`config.mk`:
```
export PLATFORM = sky130hd
export DESIGN_NAME = id_ex_pipeline_register
export DESIGN_NICKNAME = d
export VERILOG_FILES = /design/src/rtl/id_ex_pipeline_register.sv
export SDC_FILE = /design/constraint.sdc
export NUM_CORES = 1
export LEC_CHECK = 0
export BUFFER_PORTS_ARGS = -buffer_cell sky130_fd_sc_hd__buf_2
export CAP_MARGIN = 30
export CORE_AREA = 2 2 169 171
export CTS_BUF_LIST = sky130_fd_sc_hd__clkbuf_4
export CTS_CLUSTER_DIAMETER = 100
export DETAILED_ROUTE_END_ITERATION = 8
export DIE_AREA = 0 0 171 173
export MAX_ROUTING_LAYER = met4
export SLEW_MARGIN = 30
export SYNTH_ARGS = -nofsm -noshare
export SYNTH_HDL_FRONTEND = slang
export SYNTH_SLANG_ARGS = --single-unit
export TNS_END_PERCENT = 50
```
`constraint.sdc`:
```
create_clock -name clk -period 2.4 [get_ports clk]
set_input_delay 0.48 -clock clk [delete_from_list [all_inputs] [get_ports clk]]
set_output_delay 0.48 -clock clk [all_outputs]
set_load 0.02 [all_outputs]
```
`src/rtl/id_ex_pipeline_register.sv`:
```
// id_ex_pipeline_register: ID/EX stage register with stall, flush, saturating bubble counter.
// Define FWD_WB_BYPASS_EN to forward a same-cycle WB write into the captured operands.
module id_ex_pipeline_register #(
    parameter int XLEN  = 32,
    parameter int CNT_W = 16
) (
    input  logic             clk,
    input  logic             rst,
    input  logic             stall,
    input  logic             flush,
    input  logic             id_valid,
    input  logic [XLEN-1:0]  id_pc,
    input  logic [XLEN-1:0]  id_pc4,
    input  logic [XLEN-1:0]  id_rd1,
    input  logic [XLEN-1:0]  id_rd2,
    input  logic [XLEN-1:0]  id_imm,
    input  logic [4:0]       id_rs1,
    input  logic [4:0]       id_rs2,
    input  logic [4:0]       id_rd,
    input  logic             id_reg_write,
    input  logic             id_mem_read,
    input  logic             id_mem_write,
    input  logic             id_alu_src,
    input  logic             id_branch,
    input  logic             id_jump,
    input  logic [1:0]       id_result_src,
    input  logic [3:0]       id_alu_ctrl,
    input  logic             wb_we,
    input  logic [4:0]       wb_rd,
    input  logic [XLEN-1:0]  wb_wd,
    output logic             ex_valid,
    output logic [XLEN-1:0]  ex_pc,
    output logic [XLEN-1:0]  ex_pc4,
    output logic [XLEN-1:0]  ex_rd1,
    output logic [XLEN-1:0]  ex_rd2,
    output logic [XLEN-1:0]  ex_imm,
    output logic [4:0]       ex_rs1,
    output logic [4:0]       ex_rs2,
    output logic [4:0]       ex_rd,
    output logic             ex_reg_write,
    output logic             ex_mem_read,
    output logic             ex_mem_write,
    output logic             ex_alu_src,
    output logic             ex_branch,
    output logic             ex_jump,
    output logic [1:0]       ex_result_src,
    output logic [3:0]       ex_alu_ctrl,
    output logic [CNT_W-1:0] bubble_count
);
    typedef struct packed {
        logic            valid;
        logic [XLEN-1:0] pc;
        logic [XLEN-1:0] pc4;
        logic [XLEN-1:0] rd1;
        logic [XLEN-1:0] rd2;
        logic [XLEN-1:0] imm;
        logic [4:0]      rs1;
        logic [4:0]      rs2;
        logic [4:0]      rd;
        logic            reg_write;
        logic            mem_read;
        logic            mem_write;
        logic            alu_src;
        logic            branch;
        logic            jump;
        logic [1:0]      result_src;
        logic [3:0]      alu_ctrl;
    } ex_t;

    ex_t             pipe_d, pipe_q, cap;
    logic [CNT_W-1:0] cnt_d, cnt_q;
    logic [XLEN-1:0] op1, op2;
    logic            bubble, load;

    assign bubble = flush | (~stall & ~id_valid);
    assign load   = ~flush & ~stall & id_valid;

`ifdef FWD_WB_BYPASS_EN
    // Register file writes on the same edge it is read, so the WB value must be forwarded here.
    assign op1 = (wb_we && wb_rd != 5'd0 && wb_rd == id_rs1) ? wb_wd : id_rd1;
    assign op2 = (wb_we && wb_rd != 5'd0 && wb_rd == id_rs2) ? wb_wd : id_rd2;
`else
    logic unused_wb;
    assign unused_wb = ^{wb_we, wb_rd, wb_wd};
    assign op1 = id_rd1;
    assign op2 = id_rd2;
`endif

    always_comb begin
        cap = '{valid: 1'b1, pc: id_pc, pc4: id_pc4, rd1: op1, rd2: op2, imm: id_imm,
                rs1: id_rs1, rs2: id_rs2, rd: id_rd, reg_write: id_reg_write,
                mem_read: id_mem_read, mem_write: id_mem_write, alu_src: id_alu_src,
                branch: id_branch, jump: id_jump, result_src: id_result_src,
                alu_ctrl: id_alu_ctrl};
        pipe_d = bubble ? '0 : load ? cap : pipe_q;
        cnt_d  = (bubble && cnt_q != {CNT_W{1'b1}}) ? cnt_q + CNT_W'(1) : cnt_q;
    end

    always_ff @(posedge clk or negedge rst) begin
        if (!rst) begin
            pipe_q <= '0;
            cnt_q  <= '0;
        end else begin
            pipe_q <= pipe_d;
            cnt_q  <= cnt_d;
        end
    end

    assign ex_valid      = pipe_q.valid;
    assign ex_pc         = pipe_q.pc;
    assign ex_pc4        = pipe_q.pc4;
    assign ex_rd1        = pipe_q.rd1;
    assign ex_rd2        = pipe_q.rd2;
    assign ex_imm        = pipe_q.imm;
    assign ex_rs1        = pipe_q.rs1;
    assign ex_rs2        = pipe_q.rs2;
    assign ex_rd         = pipe_q.rd;
    assign ex_reg_write  = pipe_q.reg_write;
    assign ex_mem_read   = pipe_q.mem_read;
    assign ex_mem_write  = pipe_q.mem_write;
    assign ex_alu_src    = pipe_q.alu_src;
    assign ex_branch     = pipe_q.branch;
    assign ex_jump       = pipe_q.jump;
    assign ex_result_src = pipe_q.result_src;
    assign ex_alu_ctrl   = pipe_q.alu_ctrl;
    assign bubble_count  = cnt_q;
endmodule

```
After elaboration in Yosys (flattened, before gate mapping)
Index checks and enable logic that the tools add are counted.
- register bits: 204
- latch bits: 0
- bits in writable memories: 0
- bits in read-only memories: 0
- bits of input ports: 230
- logic and storage cells: 31
- memories kept: 0
- $add $sub $neg: 1
- multiply operators: 0
- divide/modulo/power cells: 0
- $lt $le $gt $ge: 0
- eq/ne operators: 1
- shifts and indexed selects: 0
- mux-type cells: 2
- bitwise operators: 7
- reduce and logical (&&, ||, !) cells: 2
- operator list (kind ; count):
    $mux 188 ; 2
    $add 16x1->16 const B ; 1
    $ne 16x16->1 const B ; 1
    $and 1x1->1 ; 3
    $not 1->1 ; 3
    $reduce_bool 2->1 ; 1
    $logic_and 1x1->1 ; 1
    $or 1x1->1 ; 1

Longest topological paths before layout
Gate-level depths: netlist of run 1.
- depth in word-level cells: 5
- gate-level depth with buffers: 6
- depth with buffers taken out: 5

Worst setup path before layout of run 1
No wires, ideal clock.
- kind: register to register
- start point: register cnt_q[0], in the netlist bubble_count[0]
- end point: register cnt_q[1], in the netlist bubble_count[1]
- library setup time: 0.128 ns
- data arrival time: 1.526 ns
- required time: 2.272 ns
- path slack: 0.747 ns
- cell stages (with the launch flop): 6
- buffers on the path: 0
- clock period less this slack: 1.653 ns
- cell sequence: dfrtp_1 > ha_1 > nand4_1 > nor4_2 > nor2_1 > mux2_1
- cells in the longest elaborated chain, start to end: 2
- elaborated cells between the ends (all ways): 3
- ends and longest elaborated chain (what ; RTL line ; RTL):
    from (decl) ; 71 ; logic [CNT_W-1:0] cnt_d, cnt_q;
    from (signal assigned) ; 105 ; cnt_q <= cnt_d;
    branches (longest 2 deep; another with $add 16x1->16) ; n/a ;
Parallel ways; which one is timed is not known.
A chain may end at the register's enable or synchronous reset.

Worst setup path after layout of run 1
- start point: input stall
- end point: register pipe_q (netlist bit ex_rd2[30])
- cells in the longest elaborated chain, start to end: 4
- elaborated cells between the ends (all ways): 7
- ends and longest elaborated chain (what ; RTL line ; RTL):
    from (decl) ; 9 ; input logic stall,
    $not 1->1 * ; 75, 76 ;
    $and 1x1->1 (on tied branches) ; 75, 76 ;
    $or 1x1->1 / $and 1x1->1 (equally long branches) ; 75, 76 ;
    $mux 188 / $reduce_bool 2->1 (equally long branches) ; n/a ;
    to (signal assigned) ; 104 ; pipe_q <= pipe_d;
    to (decl) ; 70 ; ex_t pipe_d, pipe_q, cap;
Mark *: on every way between the ends. The rest lies on a longest branch, timed or not.

==> results of run 1 <==
==> cell families after synthesis <==
group | share of synthesized area, %
AND/OR/NAND/NOR | 2.53
adder cells (fa/ha/maj) | 0.171
multiplexers | 0.154
buffers and inverters | 2.58
AO/OA/AOI/OAI | 23.3
flip-flops | 69.6
XOR/XNOR | 1.67
==> synth_stat cells, types with 2 or more instances <==
cell type,number
and3_1,2
nor3_1,2
a22o_1,187
o211ai_1,2
buf_1,2
a21oi_1,2
clkbuf_1,21
xnor2_1,10
nor3_2,2
o21ai_1,2
inv_1,2
nor2_1,3
nand3_1,6
nor3b_1,2
nand4_1,4
dfrtp_1,204
buf_2,19
xor2_1,4
==> report_power, final <==
part / leakage [nW] / switching, mW / total [mW] / internal, mW
sequential: 2.77 / 0.161 / 3.80 / 3.64
combinational: 3.11 / 0.694 / 1.25 / 0.555
clock: 0.422 / 1.43 / 3.08 / 1.65
total: 6.30 / 2.28 / 8.13 / 5.85
==> registers in the layout (all words and copies together), names as in the netlist, 2 cells and up <==
name / flops
ex_rd2: 32
ex_rs2: 5
ex_pc: 32
ex_rs1: 5
ex_pc4: 32
ex_rd: 5
ex_rd1: 32
bubble_count: 16
ex_imm: 32
ex_result_src: 2
ex_alu_ctrl: 4
==> metrics by stage <==
step / std cells / area (sq um) / util, %
CTS: 1436 / 11600 / 41.8
detailed placement: 1235 / 9820 / 35.5
floorplan: 489 / 7330 / -
global placement: 1235 / 9820 / 35.5
finish: 1440 / 11600 / 41.9
global route: 1440 / 11600 / 41.9
==> critical path, stage by stage <==
cell	delay [ns]
dlygate4sd3_1	0.54
buf_2	0.15
nor3b_2	0.36
buf_12	0.38
buf_4	0.35
a22o_1	0.20
==> layout make-up <==
class / count / area [sq um] / area share (%)
tap: 378 / 473 / 4.08
sequential: 204 / 5100 / 44.1
timing repair buffer: 515 / 3240 / 27.9
clock inverter: 24 / 151 / 1.31
multi-input combinational: 241 / 2050 / 17.7
clock buffer: 74 / 556 / 4.80
antenna: 2 / 5.00 / 0.0432
inverter: 2 / 7.51 / 0.0648
==> timing repair <==
item	4_1_cts	5_1_grt
buffers inserted	0	0
hold endpoints to repair	159	2
hold buffers	103	2
==> routing by layer <==
| metal | up-vias | track usage [%] | part of all wire [%] |
|---|---|---|---|
| met1 | 3167 | 17.3 | 41 |
| met5 | - | - | 0 |
| met3 | 58 | 3.89 | 6.8 |
| met4 | 0 | 6.64 | 3.0 |
| met2 | 297 | 25.3 | 49 |
| li1 | 2989 | - | - |
==> worst max-delay path by stage <==
stage                    start              end  cells past startpoint
6_report                 stall       ex_rd2[30]                      6
3_5_place_dp             flush        ex_branch                      5
2_1_floorplan  bubble_count[0]  bubble_count[1]                      5
3_3_place_gp             flush       ex_imm[10]                      5
4_1_cts        bubble_count[7]  bubble_count[7]                      1
5_1_grt                  stall       ex_pc4[11]                      6
==> results.sh, run 1 <==
export IMPL_slew_limit_headroom_pct=39.0
export IMPL_drc_errors=0
export IMPL_p_leak_nw=6.30
export IMPL_vias_per_cell=4.52
export IMPL_nFillCells=2646
export IMPL_grt_util_all_layers_pct=15.2
export IMPL_ys_types=31
export IMPL_htree_levels=2
export IMPL_first_global_vias=6849
export IMPL_setup_violations=0
export IMPL_post_drt_wl_per_cell_um=16.1
export IMPL_syn_nets=720
export IMPL_clk_latency_ns=0.63
export IMPL_endpoint_kind="flip-flop"
export IMPL_peakVddDrop_mv=0.542
export IMPL_hold_ws_ns=0.0845
export IMPL_grt_max_degree=104
export IMPL_r2r_cells=5
export IMPL_setup_tns_ns=0
export IMPL_start_kind="input pin"
export IMPL_dp_hpwl_mm=15.0
export IMPL_netlist_area_sq_mm=0.00733
export IMPL_finalCritPeriodShare_pct=80.4
export IMPL_dieArea_sq_mm=0.0296
export IMPL_hold_viol=0
export IMPL_cts_tree="done"
export IMPL_layout_drive_gt1_share_pct=47.3
export IMPL_fin_skew_ns=0.00754
export IMPL_status="finished, final reports clean"
export IMPL_post_place_ws_ns=0.387
export IMPL_synth_edf_count=0
export IMPL_port_buffers=395
export IMPL_drtIter0Drc=247
export IMPL_cts_root_buf="clkbuf_4"
export IMPL_cts_sinks=204
export IMPL_area_growth_syn_to_layout_pct=58.0
export IMPL_hold_path_end="ex_rd2[22]"
export IMPL_required_ns=2.96
export IMPL_fmax_mhz=518
export IMPL_drt_wl_total_mm=23.1
export IMPL_final_common_cell="buf_2"
export IMPL_worst_pin_slew_ns=0.914
export IMPL_power_density_mw_per_mm2=702
export IMPL_die_w_um=171
export IMPL_gp_congestion=0.777
export IMPL_finalPower_mw=8.13
export IMPL_min_period_ns=1.93
export IMPL_hold_path_class="in -> reg"
export IMPL_fp_row_count=61
export IMPL_synth_seq_cells=204
export IMPL_final_nets=1250
export IMPL_min_delay_start="id_rd2[22]"
export IMPL_syn_area_per_cell_sq_um=15.0
export IMPL_yosys_area_top_type="dfrtp_1"
export IMPL_cts_path_max_buffers=3
export IMPL_initial_core_util_pct=26.5
export IMPL_synth_top_cell_area_share_pct=69.6
export IMPL_crit_fanout=73
export IMPL_reg2reg_to="bubble_count[14]"
export IMPL_numCtsBuffers=55
export IMPL_synth_main_ff_cell="dfrtp_1"
export IMPL_vias=6511
export IMPL_final_antenna_net_count=0
export IMPL_die_h_um=173
export IMPL_setup_slack_ns=0.469
export IMPL_rsz0062_at_grt="no"
export IMPL_clkTransAtPathRegs_ns=0.07
export IMPL_synth_area_leaders="dfrtp_1 70%, a22o_1 22%, buf_2 1.3%, xnor2_1 1.2%, clkbuf_1 1.1%"
export IMPL_cp_arrival_ns=2.49
export IMPL_post_cts_resized=0
export IMPL_max_cap_violations=0
export IMPL_crit_type="in -> reg"
export IMPL_r2r_start="bubble_count[0]"
export IMPL_overflow=0
export IMPL_synthesis_instances=489
export IMPL_antenna_found_initial=2
export IMPL_io_pins=434
export IMPL_min_path_cells=2
export IMPL_r2r_slack_ns=0.72
export IMPL_seq_area_frac_synth_pct=69.6
export IMPL_slew_violations=0
export IMPL_core_area_sq_mm=0.0276
export IMPL_grt_pass1_wl_mm=35.2
export IMPL_yosys_warnings=0
export IMPL_first_pass_iters=4
export IMPL_most_common_layout_cells="394 x buf_2, 204 x dfrtp_1, 187 x a22o_1"
export IMPL_synth_async_reset_ratio_pct=100
(Power assumes the default switching activity.)
==> run 2, diff against run 1 <==
- clock period: 2.4 -> 1.7 ns (I/O delays scaled with it)
==> run 2 against run 1 <==
Net effect: cell count is 8.4% higher; wire length grew 14%; first-iteration DRC count increased by 23%; global-route usage up 2.2 points; critical path type is now reg -> reg; critical path depth up 1; non-clock buffer count up 123; total power up 48%; setup slack got worse by 0.41 ns.
==> results.sh, run 2 (same netlist as run 1, synthesis figures left out) <==
export IMPL_rsz0062_at_grt="yes"
export IMPL_setup_violations=0
export IMPL_critPathTopFamily="simple AND/OR/NAND/NOR gates"
export IMPL_first_global_vias=7500
export IMPL_clk_latency_ns=0.63
export IMPL_htree_levels=2
export IMPL_gp_congestion=0.810
export IMPL_max_cap_violations=0
export IMPL_grt_util_all_layers_pct=17.4
export IMPL_power_density_mw_per_mm2=933
export IMPL_nFillCells=2435
export IMPL_fin_util_pct=46.8
export IMPL_drtIter0Drc=305
export IMPL_final_common_cell="buf_2"
export IMPL_slew_limit_headroom_pct=74.5
export IMPL_area_growth_syn_to_layout_pct=76.3
export IMPL_io_pins=434
export IMPL_cts_root_buf="clkbuf_4"
export IMPL_grt_max_degree=44
export IMPL_regArea_sq_mm=0.00511
export IMPL_worst_path_max_delay_cell="nor4_4"
export IMPL_first_pass_iters=5
export IMPL_path_buf_inv=2
export IMPL_core_area_sq_mm=0.0276
export IMPL_vias=7156
export IMPL_p_leak_nw=6.90
export IMPL_start_kind="flip-flop"
export IMPL_die_h_um=173
export IMPL_crit_type="reg -> reg"
export IMPL_reg2reg_to="bubble_count[2]"
export IMPL_cp_slowest_stage_delay_ns=0.38
export IMPL_cts_sinks=204
export IMPL_multi_input_area_sq_mm=0.00208
export IMPL_cp_common_cell="buf_4"
export IMPL_finalCritPeriodShare_pct=96.5
export IMPL_dp_hpwl_mm=16.1
export IMPL_min_period_ns=1.64
export IMPL_final_nets=1373
export IMPL_overflow=0
export IMPL_hold_ws_ns=0.0827
export IMPL_post_drt_wl_per_cell_um=16.9
export IMPL_die_w_um=171
export IMPL_worst_pin_slew_ns=0.380
export IMPL_cp_arrival_ns=2.13
export IMPL_finalPower_mw=12.1
export IMPL_required_ns=2.19
export IMPL_most_common_layout_cells="386 x buf_2, 199 x dfrtp_1, 189 x dlygate4sd3_1"
export IMPL_cts_path_max_buffers=3
export IMPL_status="finished, final reports clean"
export IMPL_crit_fanout=4
export IMPL_numCtsBuffers=55
export IMPL_crit_path_start="bubble_count[1]"
export IMPL_layout_drive_gt1_share_pct=46.7
export IMPL_initial_core_util_pct=26.5
export IMPL_crit_cells=7
export IMPL_port_buffers=395
export IMPL_cts_tree="done"
export IMPL_slew_violations=0
export IMPL_clkTransAtPathRegs_ns=0.07
export IMPL_hold_viol=0
export IMPL_fp_row_count=61
export IMPL_fmax_mhz=609
export IMPL_grt_pass1_wl_mm=39.9
export IMPL_peakVddDrop_mv=0.780
export IMPL_r2r_slack_ns=0.06
export IMPL_final_antenna_net_count=0
export IMPL_path_cells="buf_4, ha_4, nand4_1, nor4_4, buf_4, nor3b_1, xor2_1"
export IMPL_fin_skew_ns=0.0123
export IMPL_drc_errors=0
export IMPL_hold_path_class="in -> reg"
export IMPL_endpoint="bubble_count[2]"
export IMPL_r2r_start="bubble_count[1]"
export IMPL_vias_per_cell=4.58
export IMPL_dieArea_sq_mm=0.0296
export IMPL_antenna_found_initial=1
export IMPL_drt_wl_total_mm=26.3
export IMPL_endpoint_kind="flip-flop"
export IMPL_r2r_cells=7
-- run 2: layout make-up --
cell class | count | area share, %
Multi-Input combinational cell | 241 | 16.1
Timing Repair Buffer | 638 | 35.1
Sequential cell | 204 | 39.6
Antenna cell | 2 | 0.0387
Tap cell | 378 | 3.66
Clock inverter | 14 | 0.649
Clock buffer | 82 | 4.76
Inverter | 2 | 0.0581
-- run 2: worst min path at each step --
stage | startpoint | end | slack (ns) | depth (start not counted)
finish | flush | ex_valid | 0.08 | 3
global route | flush | ex_valid | 0.04 | 3
CTS | flush | ex_valid | 0.01 | 3
detailed placement | rst | ex_imm[27] | 0.29 | 1
global placement | rst | ex_imm[27] | 0.29 | 1
floorplan | rst | bubble_count[0] | 0.04 | 0
-- run 2: worst min-delay path, delay by kind of cell --
family          cells  cell delay, ns
compound gates      2            0.23
buf+inv             1            0.10
-- run 2: where the power goes --
group | internal, mW | switching (mW)
sequential | 5.14 | 0.206
combinational | 1.17 | 1.15
clock | 2.35 | 2.04
-- run 2: layer usage --
layer / vias to the layer above / part of all wire (%) / wire [um] / track usage [%]
li1: 3232 / - / - / -
met1: 3493 / 40 / 10600 / 20.3
met2: 351 / 49 / 13000 / 29.0
met3: 80 / 6.7 / 1760 / 3.64
met4: 0 / 3.6 / 939 / 7.34
met5: - / 0 / 0 / -
-- run 2: timing repair --
action                     4_1_cts  5_1_grt
setup endpoints to repair       11       19
hold buffers                   189        0
buffers inserted                 6        5
resized for setup               25       11
hold endpoints to repair       392        0
pin swaps                        0        4
-- run 2: metrics by stage --
| stage | setup WS (ns) | cell area [sq um] | setup TNS (ns) | std cells |
|---|---|---|---|---|
| after CTS | 0.00387 | 12800 | 0 | 1554 |
| after global routing | -0.0259 | 12900 | -0.127 | 1561 |
| after floorplan | 0.0465 | 7330 | 0 | 489 |
| final | 0.0588 | 12900 | 0 | 1561 |
| after global placement | 0.105 | 10100 | 0 | 1263 |
| after detailed placement | 0.0594 | 10100 | 0 | 1263 |
